$ cat src/rtl/host_reg_slave_if.sv
// rtl/host_reg_slave_if.sv - host register bus: strobe, direction, address, write and read data
interface host_reg_slave_if;
    logic       sel;
    logic       wr;
    logic [3:0] addr;
    logic [7:0] wdata;
    logic [7:0] rdata;

    modport master (output sel, output wr, output addr, output wdata, input rdata);
    modport slave  (input sel, input wr, input addr, input wdata, output rdata);
endinterface

$ cat src/rtl/host_reg_slave.sv
// rtl/host_reg_slave.sv - 16-entry host register file with ID, scratch, ctrl, counter and byte FIFO
module host_reg_slave #(
    parameter int         FIFO_DEPTH = 8,
    parameter logic [7:0] ID_VALUE   = 8'hA5
) (
    input  logic             clk_i,
    input  logic             rst_ni,
    host_reg_slave_if.slave  bus,
    output logic             irq_o
);

    localparam int PTR_W = $clog2(FIFO_DEPTH);
    localparam int LVL_W = PTR_W + 1;
    localparam logic [LVL_W-1:0] FULL_LVL = LVL_W'(FIFO_DEPTH);

    localparam logic [3:0] A_ID      = 4'h0;
    localparam logic [3:0] A_SCRATCH = 4'h1;
    localparam logic [3:0] A_CTRL    = 4'h2;
    localparam logic [3:0] A_COUNT   = 4'h3;
    localparam logic [3:0] A_FDATA   = 4'h4;
    localparam logic [3:0] A_FSTAT   = 4'h5;

    logic [7:0]       scratch_q;
    logic             cnt_en_q;
    logic [7:0]       count_q;
    logic [7:0]       rdata_q;
    logic             irq_q;
    logic             ovf_q;
    logic             udf_q;
    logic [PTR_W-1:0] wr_ptr_q;
    logic [PTR_W-1:0] rd_ptr_q;
    logic [LVL_W-1:0] level_q;
    logic [7:0]       mem [FIFO_DEPTH];

    logic       rd_en;
    logic       wr_en;
    logic       fifo_empty;
    logic       fifo_full;
    logic       push;
    logic       pop;
    logic       ovf_set;
    logic       udf_set;
    logic       fifo_clr;
    logic [7:0] stat;
    logic [7:0] rd_val;

    assign rd_en      = bus.sel & ~bus.wr;
    assign wr_en      = bus.sel &  bus.wr;
    assign fifo_empty = (level_q == '0);
    assign fifo_full  = (level_q == FULL_LVL);

    // Only one access per cycle, so push and pop never coincide.
    assign push     = wr_en && (bus.addr == A_FDATA) && !fifo_full;
    assign pop      = rd_en && (bus.addr == A_FDATA) && !fifo_empty;
    assign ovf_set  = wr_en && (bus.addr == A_FDATA) &&  fifo_full;
    assign udf_set  = rd_en && (bus.addr == A_FDATA) &&  fifo_empty;
    assign fifo_clr = wr_en && (bus.addr == A_CTRL) && bus.wdata[1];

    assign stat = {udf_q, ovf_q, fifo_full, fifo_empty, 4'(level_q)};

    always_comb begin
        rd_val = 8'h00;
        case (bus.addr)
            A_ID:      rd_val = ID_VALUE;
            A_SCRATCH: rd_val = scratch_q;
            A_CTRL:    rd_val = {7'd0, cnt_en_q};
            A_COUNT:   rd_val = count_q;
            A_FDATA:   rd_val = fifo_empty ? 8'h00 : mem[rd_ptr_q];
            A_FSTAT:   rd_val = stat;
            default:   rd_val = 8'h00;
        endcase
    end

    always_ff @(posedge clk_i or negedge rst_ni) begin
        if (!rst_ni) begin
            rdata_q   <= 8'h00;
            irq_q     <= 1'b0;
            scratch_q <= 8'h00;
            cnt_en_q  <= 1'b0;
            count_q   <= 8'h00;
            ovf_q     <= 1'b0;
            udf_q     <= 1'b0;
            wr_ptr_q  <= '0;
            rd_ptr_q  <= '0;
            level_q   <= '0;
        end else begin
            if (rd_en) begin
                rdata_q <= rd_val;
            end
            irq_q <= ovf_q | udf_q;

            if (wr_en && bus.addr == A_SCRATCH) begin
                scratch_q <= bus.wdata;
            end
            if (wr_en && bus.addr == A_CTRL) begin
                cnt_en_q <= bus.wdata[0];
            end

            // A host write to COUNT takes priority over the running increment.
            if (wr_en && bus.addr == A_COUNT) begin
                count_q <= bus.wdata;
            end else if (cnt_en_q) begin
                count_q <= count_q + 8'd1;
            end

            if (fifo_clr) begin
                wr_ptr_q <= '0;
                rd_ptr_q <= '0;
                level_q  <= '0;
            end else if (push) begin
                wr_ptr_q <= wr_ptr_q + PTR_W'(1);
                level_q  <= level_q + LVL_W'(1);
            end else if (pop) begin
                rd_ptr_q <= rd_ptr_q + PTR_W'(1);
                level_q  <= level_q - LVL_W'(1);
            end

            if (ovf_set) begin
                ovf_q <= 1'b1;
            end else if (wr_en && bus.addr == A_FSTAT && bus.wdata[6]) begin
                ovf_q <= 1'b0;
            end
            if (udf_set) begin
                udf_q <= 1'b1;
            end else if (wr_en && bus.addr == A_FSTAT && bus.wdata[7]) begin
                udf_q <= 1'b0;
            end
        end
    end

    always_ff @(posedge clk_i) begin
        if (push) begin
            mem[wr_ptr_q] <= bus.wdata;
        end
    end

    assign bus.rdata = rdata_q;
    assign irq_o     = irq_q;

endmodule

$ cat src/flat_wrapper.sv
// flat-port wrapper written by rule: the top's interface ports become plain ports
module host_reg_slave_flat 
#(
    parameter int         FIFO_DEPTH = 8,
    parameter logic [7:0] ID_VALUE   = 8'hA5
)
  (clk_i, rst_ni, irq_o, bus_sel, bus_wr, bus_addr, bus_wdata, bus_rdata);
  host_reg_slave_if bus_i ();
  input  logic clk_i;
  input  logic rst_ni;
  output logic irq_o;
  input wire logic [$bits(bus_i.sel)-1:0] bus_sel;
  input wire logic [$bits(bus_i.wr)-1:0] bus_wr;
  input wire logic [$bits(bus_i.addr)-1:0] bus_addr;
  input wire logic [$bits(bus_i.wdata)-1:0] bus_wdata;
  output wire logic [$bits(bus_i.rdata)-1:0] bus_rdata;
  assign bus_i.sel = bus_sel;
  assign bus_i.wr = bus_wr;
  assign bus_i.addr = bus_addr;
  assign bus_i.wdata = bus_wdata;
  assign bus_rdata = bus_i.rdata;
  host_reg_slave #(.FIFO_DEPTH(FIFO_DEPTH), .ID_VALUE(ID_VALUE)) u_core (.clk_i(clk_i), .rst_ni(rst_ni), .bus(bus_i), .irq_o(irq_o));
endmodule
$ cat config.mk
export PLATFORM = sky130hd
export DESIGN_NAME = host_reg_slave_flat
export DESIGN_NICKNAME = d
export VERILOG_FILES = /design/src/rtl/host_reg_slave_if.sv /design/src/rtl/host_reg_slave.sv /design/src/flat_wrapper.sv
export SDC_FILE = /design/constraint.sdc
export NUM_CORES = 1
export LEC_CHECK = 0
export ABC_AREA = 1
export BUFFER_PORTS_ARGS = -buffer_cell sky130_fd_sc_hd__buf_4
export CORE_MARGIN = 1
export CORE_UTILIZATION = 35
export CTS_CLUSTER_DIAMETER = 40
export DETAILED_ROUTE_END_ITERATION = 7
export MAX_ROUTING_LAYER = met4
export PLACE_DENSITY_LB_ADDON = 0.1
export SYNTH_ARGS = -nofsm -noshare
export SYNTH_HDL_FRONTEND = slang
export SYNTH_SLANG_ARGS = --single-unit
$ cat constraint.sdc
create_clock -name clk_i -period 1.79 [get_ports clk_i]
set_input_delay 0.2685 -clock clk_i [delete_from_list [all_inputs] [get_ports clk_i]]
set_output_delay 0.2685 -clock clk_i [all_outputs]
set_load 0.03 [all_outputs]
Word level (Yosys, flattened, before mapping)
Memories as Yosys holds them, arrays and structs flattened.
Index checks and enable logic that the tools add are counted.
{ "totals": {"output_inout_bits": 9, "wordCells": 69, "in_bits": 16, "mem_count": 1, "mem_bits_rw": 64, "rom_bits": 0, "latchBits": 0, "reg_bits": 38} }
{ "memory_table": {"columns": ["memory", "words", "width", "rd", "rd_clocked_by_memory_dff", "write_ports", "line_no", "rtl"], "rows": [
  ["u_core.mem", 8, 8, 1, 0, 1, "host_reg_slave.sv:33", "logic [7:0] mem [FIFO_DEPTH];"]
]} }
{ "classes": {"reduce_logical": 24, "multipliers": 0, "n_div": 0, "addsub": 5, "muxes": 18, "n_eq_ne": 7, "order_cmp": 0, "n_shift": 0, "n_bitwise": 4} }
{ "ops": {"columns": ["cell", "count"], "rows": [
  ["case mux 8 bit (6 select lines)", 1],
  ["two-way mux 8 bit", 3],
  ["two-way mux 3 bit", 5],
  ["logical AND 1 bit", 13],
  ["two-way mux 4 bit", 3],
  ["nonzero test 2 bit", 5],
  ["adder 8 x 1 -> 8 bit (second input constant)", 1],
  ["== test 4 x 2 -> 1 bit (second input constant)", 2],
  ["== test 4 x 3 -> 1 bit (second input constant)", 2],
  ["zero test 4 bit", 2],
  ["adder 3 x 1 -> 3 bit (second input constant)", 2],
  ["two-way mux 1 bit", 6],
  ["adder 4 x 1 -> 4 bit (second input constant)", 1],
  ["== test 4 x 1 -> 1 bit (second input constant)", 1],
  ["== test 4 bit (second input constant)", 1],
  ["subtractor 4 x 1 -> 4 bit (second input constant)", 1],
  ["nonzero test 3 bit", 1],
  ["bitwise AND 1 bit", 2],
  ["zero test 1 bit", 2],
  ["!= test 2 bit (second input constant)", 1],
  ["AND reduction 2 bit", 1],
  ["NOT 1 bit", 1],
  ["OR 1 bit", 1]
]} }

Depth between registers and ports, before layout
{ "logic_depth": {"word_depth": 7, "ltp_mapped": 12} }

Worst setup path before layout
No wires, ideal clock.
{ "synth_timing": {"kind": "register -> register", "start": "register u_core.level_q[3]", "end": "memory u_core.mem[1][0] (enable)", "arrival_ns": 1.547, "path_slack_ns": -0.141, "t_required_ns": 1.407, "n_path_buf": 0, "period_less_slack_ns": 1.931, "setup_ns": 0.383, "stages_incl_launch_ff": 8, "cell_sequence": "dfrtp_1 -> inv_1 -> nor2_1 -> nand2_1 -> nand3_4 -> inv_4 -> nand2_2 -> nor3_1"} }
{ "synth_between": {"elab_chain_len": 5} }
{ "synth_rtl": {"columns": ["item", "line_no", "rtl"], "rows": [
  ["start, declared", "host_reg_slave.sv:32", "logic [LVL_W-1:0] level_q;"],
  ["start signal, assigned", "host_reg_slave.sv:112", "level_q <= level_q + LVL_W'(1);"],
  ["start signal, assigned", "host_reg_slave.sv:115", "level_q <= level_q - LVL_W'(1);"],
  ["== test 4 bit", "host_reg_slave.sv:50", "assign fifo_full = (level_q == FULL_LVL);"],
  ["zero test 1 bit", "host_reg_slave.sv:53", "assign push = wr_en && (bus.addr == A_FDATA) && !fifo_full;"],
  ["logical AND 1 bit", "host_reg_slave.sv:53", null],
  ["two-way mux 1 bit", "host_reg_slave.sv:132", "if (push) begin"],
  ["two-way mux 1 bit (implied by the code)", "host_reg_slave.sv:133", "mem[wr_ptr_q] <= bus.wdata;"],
  ["end, declared", "host_reg_slave.sv:33", null]
]} }
Every way passes these cells.

Worst setup path in the final report
{ "layout_timing": {"start": "register u_core.level_q[3]", "end": "memory u_core.mem[7][0] (enable)"} }
The elaborated chain is that of the path after synthesis.

==> results.txt <==
The die outline width came out at 121 microns. The total number of vias is 3647. The fmax came out at 0.594 GHz.

The startpoint identified for the worst register-to-register timing path is u_core.level_q[3]. The most used flip-flop cell after synthesis is edfxtp_1. The combined area of all synthesized cells is 4950 sq um.

The overall routed net length is 12400 microns. The total leakage power came out at 2.67 nW. The flow ran to the end, and the final reports show no timing, DRC or antenna violations. Of the available clock period, the critical path in the final layout requires 0.940. The number of maximum-capacitance violations is 0.

The setup check on the worst reg-to-reg path leaves a slack of 0.11 ns. The number of H-tree branching levels came out at 3. The worst path required time is 1.85 ns. The net count of the finished layout is 616.

The part of the total power dissipated in combinational logic is 0.304. The share of synthesized registers carrying an async set or reset came out at 0.373. In the routed layout, each cell is associated on average with a via count of 4.68. Measured in cells, the most critical reg-to-reg path has a length of 8. The placeable core region came out at 13800 sq um. The overall die area is 14600 sq um. Pin placement for this block handled 25 I/O pins.

Clock skew on the completed layout was measured at 0.0100 ns. The global router's overall resource usage is 0.190. The kind of critical path is reg -> reg. The post-route cell area came out at 5780 sq um. The post-synthesis cell type count came out at 35.

The tree is rooted in a clkbuf_16. Of the cells placed in the final design, the portion with a size suffix greater than 1 is 0.152. Power comes to 7.02 mW. The final weighted congestion in routability-driven placement is 0.826.

The number of filler cells placed in the layout is 1377. The part of the total power dissipated in sequential elements came out at 0.429. The launch point of the critical path is u_core.level_q[3]. The clock buffer count from CTS came out at 9. STA classifies the critical path endpoint as a flop.

The global-route wire length before repair is 19600 microns. The total setup violations reported at the end of the flow came out at 0. The total clock sinks came out at 102. Once layout is complete, the cells apart from fillers number 779. The number of antenna diodes is 0.

The number of violations reported at the end of detailed-routing iteration 0 is 217. In this run the worst hold path is classified as in -> reg. In this run the deepest clock path goes through 2 buffers. For this run, global-route usage on met3 was measured as 0.0442. The post-synthesis area per instance came out at 9.01 sq um.

The wire length per cell after detailed routing came out at 15.9 microns. The Yosys step of the flow raised 0 warnings. The layout overhead on the synthesized area is 16.7%. Leaving out fill and tap cells, the most frequent cell in the layout is nand2_1.

The pre-antenna-repair detailed-routing pass consisted of 5 iterations. The number of instances in the synthesized netlist came out at 550. The arrival time of data at the critical path endpoint came out at 1.74 ns. The residual overflow from global routing is 0. The HPWL after detailed placement is 8600 microns. For met1 alone, demand over resource in global routing was 0.270. The number of global-route vias before repair is 3507. The startpoint identified for the worst hold timing path is bus_wdata[5]. Setup repair after global routing left no endpoint under its margin. The residual antenna-violating net count after detailed routing is 0. The global routing stage identified its most utilized layer as met2.

The count of endpoints failing hold in the final timing report came out at 0. The placed standard-cell area came out at 5470 sq um. The share of the core filled with cells in the final layout came out at 0.418. The most critical setup path has its endpoint at u_core.mem[7][0].

The internal portion of the total power is 4.47 mW. The share of power burned in the clock network is 0.266. In this run the critical register-to-register path is captured at u_core.mem[7][0]. The initial antenna violation count came out at 0. The global-route met2 utilization came out at 0.274. The number of placed instances, taps included, is 762. The clock transition at the registers of the reported paths is 0.07 ns. The max-slew violation count is 0.

Counting flops with a built-in enable in the synthesized netlist gives 64. Entering global routing, the biggest net connects 39 pins. TritonCTS built the clock tree. The flip-flop and latch count after synthesis came out at 102. The switching power is 2.54 mW.

The total number of placement rows came out at 43. Across all hold checks on the routed design, the worst slack comes to 0.200 ns. The worst-margin pin slew is 0.521 ns. The worst setup path is launched from a flop.

The effective utilization at floorplan came out at 0.358. The worst slew margin relative to its limit came out at 0.652. The DRC violations left is 0. The vertical die dimension came out at 121 microns. The switching part of the total power came out at 0.362.

The count of port buffers added during placement is 24. The worst-case IR drop observed on VDD is 0.000479 V. The minimum period implied by the final worst setup slack is 1.68 ns. The top cell types in the final layout, fill and taps aside, are nand2_1, inv_1, nand3_1, edfxtp_1, buf_4. When the netlist entered floorplanning its net count stood at 572.

The sequential element share of the synthesized area is 0.580. The top fanout value on the critical path came out at 8. The clock network latency to the later pin of the worst-skew pair is 0.36 ns.

The areal power density over the cells came out at 1210 nW/um^2.
## registers in the layout, indices dropped and copies added, names as in the netlist
| signal | cells |
|---|---|
| u_core.ovf_q | 1 |
| u_core.bus.rdata | 8 |
| u_core.wr_ptr_q | 3 |
| u_core.scratch_q | 8 |
| u_core.level_q | 4 |
| u_core.rd_ptr_q | 3 |
| u_core.mem | 64 |
| u_core.udf_q | 1 |
| u_core.cnt_en_q | 1 |
| u_core.irq_o | 1 |
| u_core.count_q | 8 |
## what timing repair did
action / in CTS / in global routing
endpoints found under the setup margin: 0 / 18
buffers inserted: 0 / 0
endpoints found under the hold margin: 38 / 0
hold buffers: 1 / 0
resized for setup: 0 / 5
## power groups by stage
stage	logic, mW	clock network, mW	registers (mW)
after floorplan	1.39	0	3.04
after global placement	2.10	0	3.05
after detailed placement	2.11	0	3.05
after CTS	2.12	1.92	3.00
after global routing	2.40	1.99	3.05
final	2.14	1.87	3.01
## worst min-delay path by stage
stage,to,slack (ns),cells past startpoint
floorplan,u_core.bus.rdata[0],-0.03,0
global placement,u_core.bus.rdata[0],0.28,1
detailed placement,u_core.bus.rdata[4],0.28,1
CTS,u_core.mem[3][5],0.20,1
global route,u_core.mem[3][5],0.20,1
finish,u_core.mem[3][5],0.20,1
## metrics by stage
stage | TNS (ns) | setup slack [ns]
5_1_grt | 0 | 0.00490
6_report | 0 | 0.107
2_1_floorplan | -7.82 | -0.141
3_5_place_dp | 0 | 0.0386
3_3_place_gp | 0 | 0.0668
4_1_cts | 0 | 0.0914
## area by class of cell
cell class                 instances  area, sq um  share of cell area
sequential                       102         2870               0.497
clock buffer                      11          233              0.0402
tap                              180          225              0.0389
inverter                          95          363              0.0627
clock inverter                     5         45.0             0.00779
multi-input combinational        339         1680               0.290
timing repair buffer              47          368              0.0636
## logic make-up after synthesis
group	synth area share
adder cells (fa/ha/maj)	0.0167
buffers and inverters	0.0879
flip-flops	0.580
AND/OR/NAND/NOR	0.263
XOR/XNOR	0.00884
AO/OA/AOI/OAI	0.0439
## worst max-delay path: stages, from the launching register on
cell     delay, ns
dfrtp_1       0.41
inv_1         0.08
nor2_1        0.04
nand2_1       0.11
nand3_4       0.14
inv_4         0.12
nand2_2       0.11
nor3_1        0.17
buf_4         0.21
## synth_stat cells (all sizes together) (3+ instances only)
| cell type | instances | area, sq um |
|---|---|---|
| nand2 | 166 | 636 |
| nand3 | 69 | 378 |
| ha | 5 | 62.6 |
| buf | 12 | 68.8 |
| inv | 93 | 352 |
| o22ai | 3 | 18.8 |
| o21ai | 21 | 105 |
| xor2 | 3 | 26.3 |
| dfrtp | 38 | 951 |
| a21oi | 10 | 53.8 |
| nor2 | 35 | 185 |
| edfxtp | 64 | 1920 |
| nor3 | 16 | 85.1 |
| nand4 | 3 | 18.8 |
## metal layers
metal / vias to the layer above / part of all wire
met5: - / 0
met1: 1703 / 0.51
met3: 7 / 0.042
met4: 0 / 0.0049
met2: 80 / 0.44
li1: 1857 / -
No activity file was read; power rests on OpenSTA's default activity.
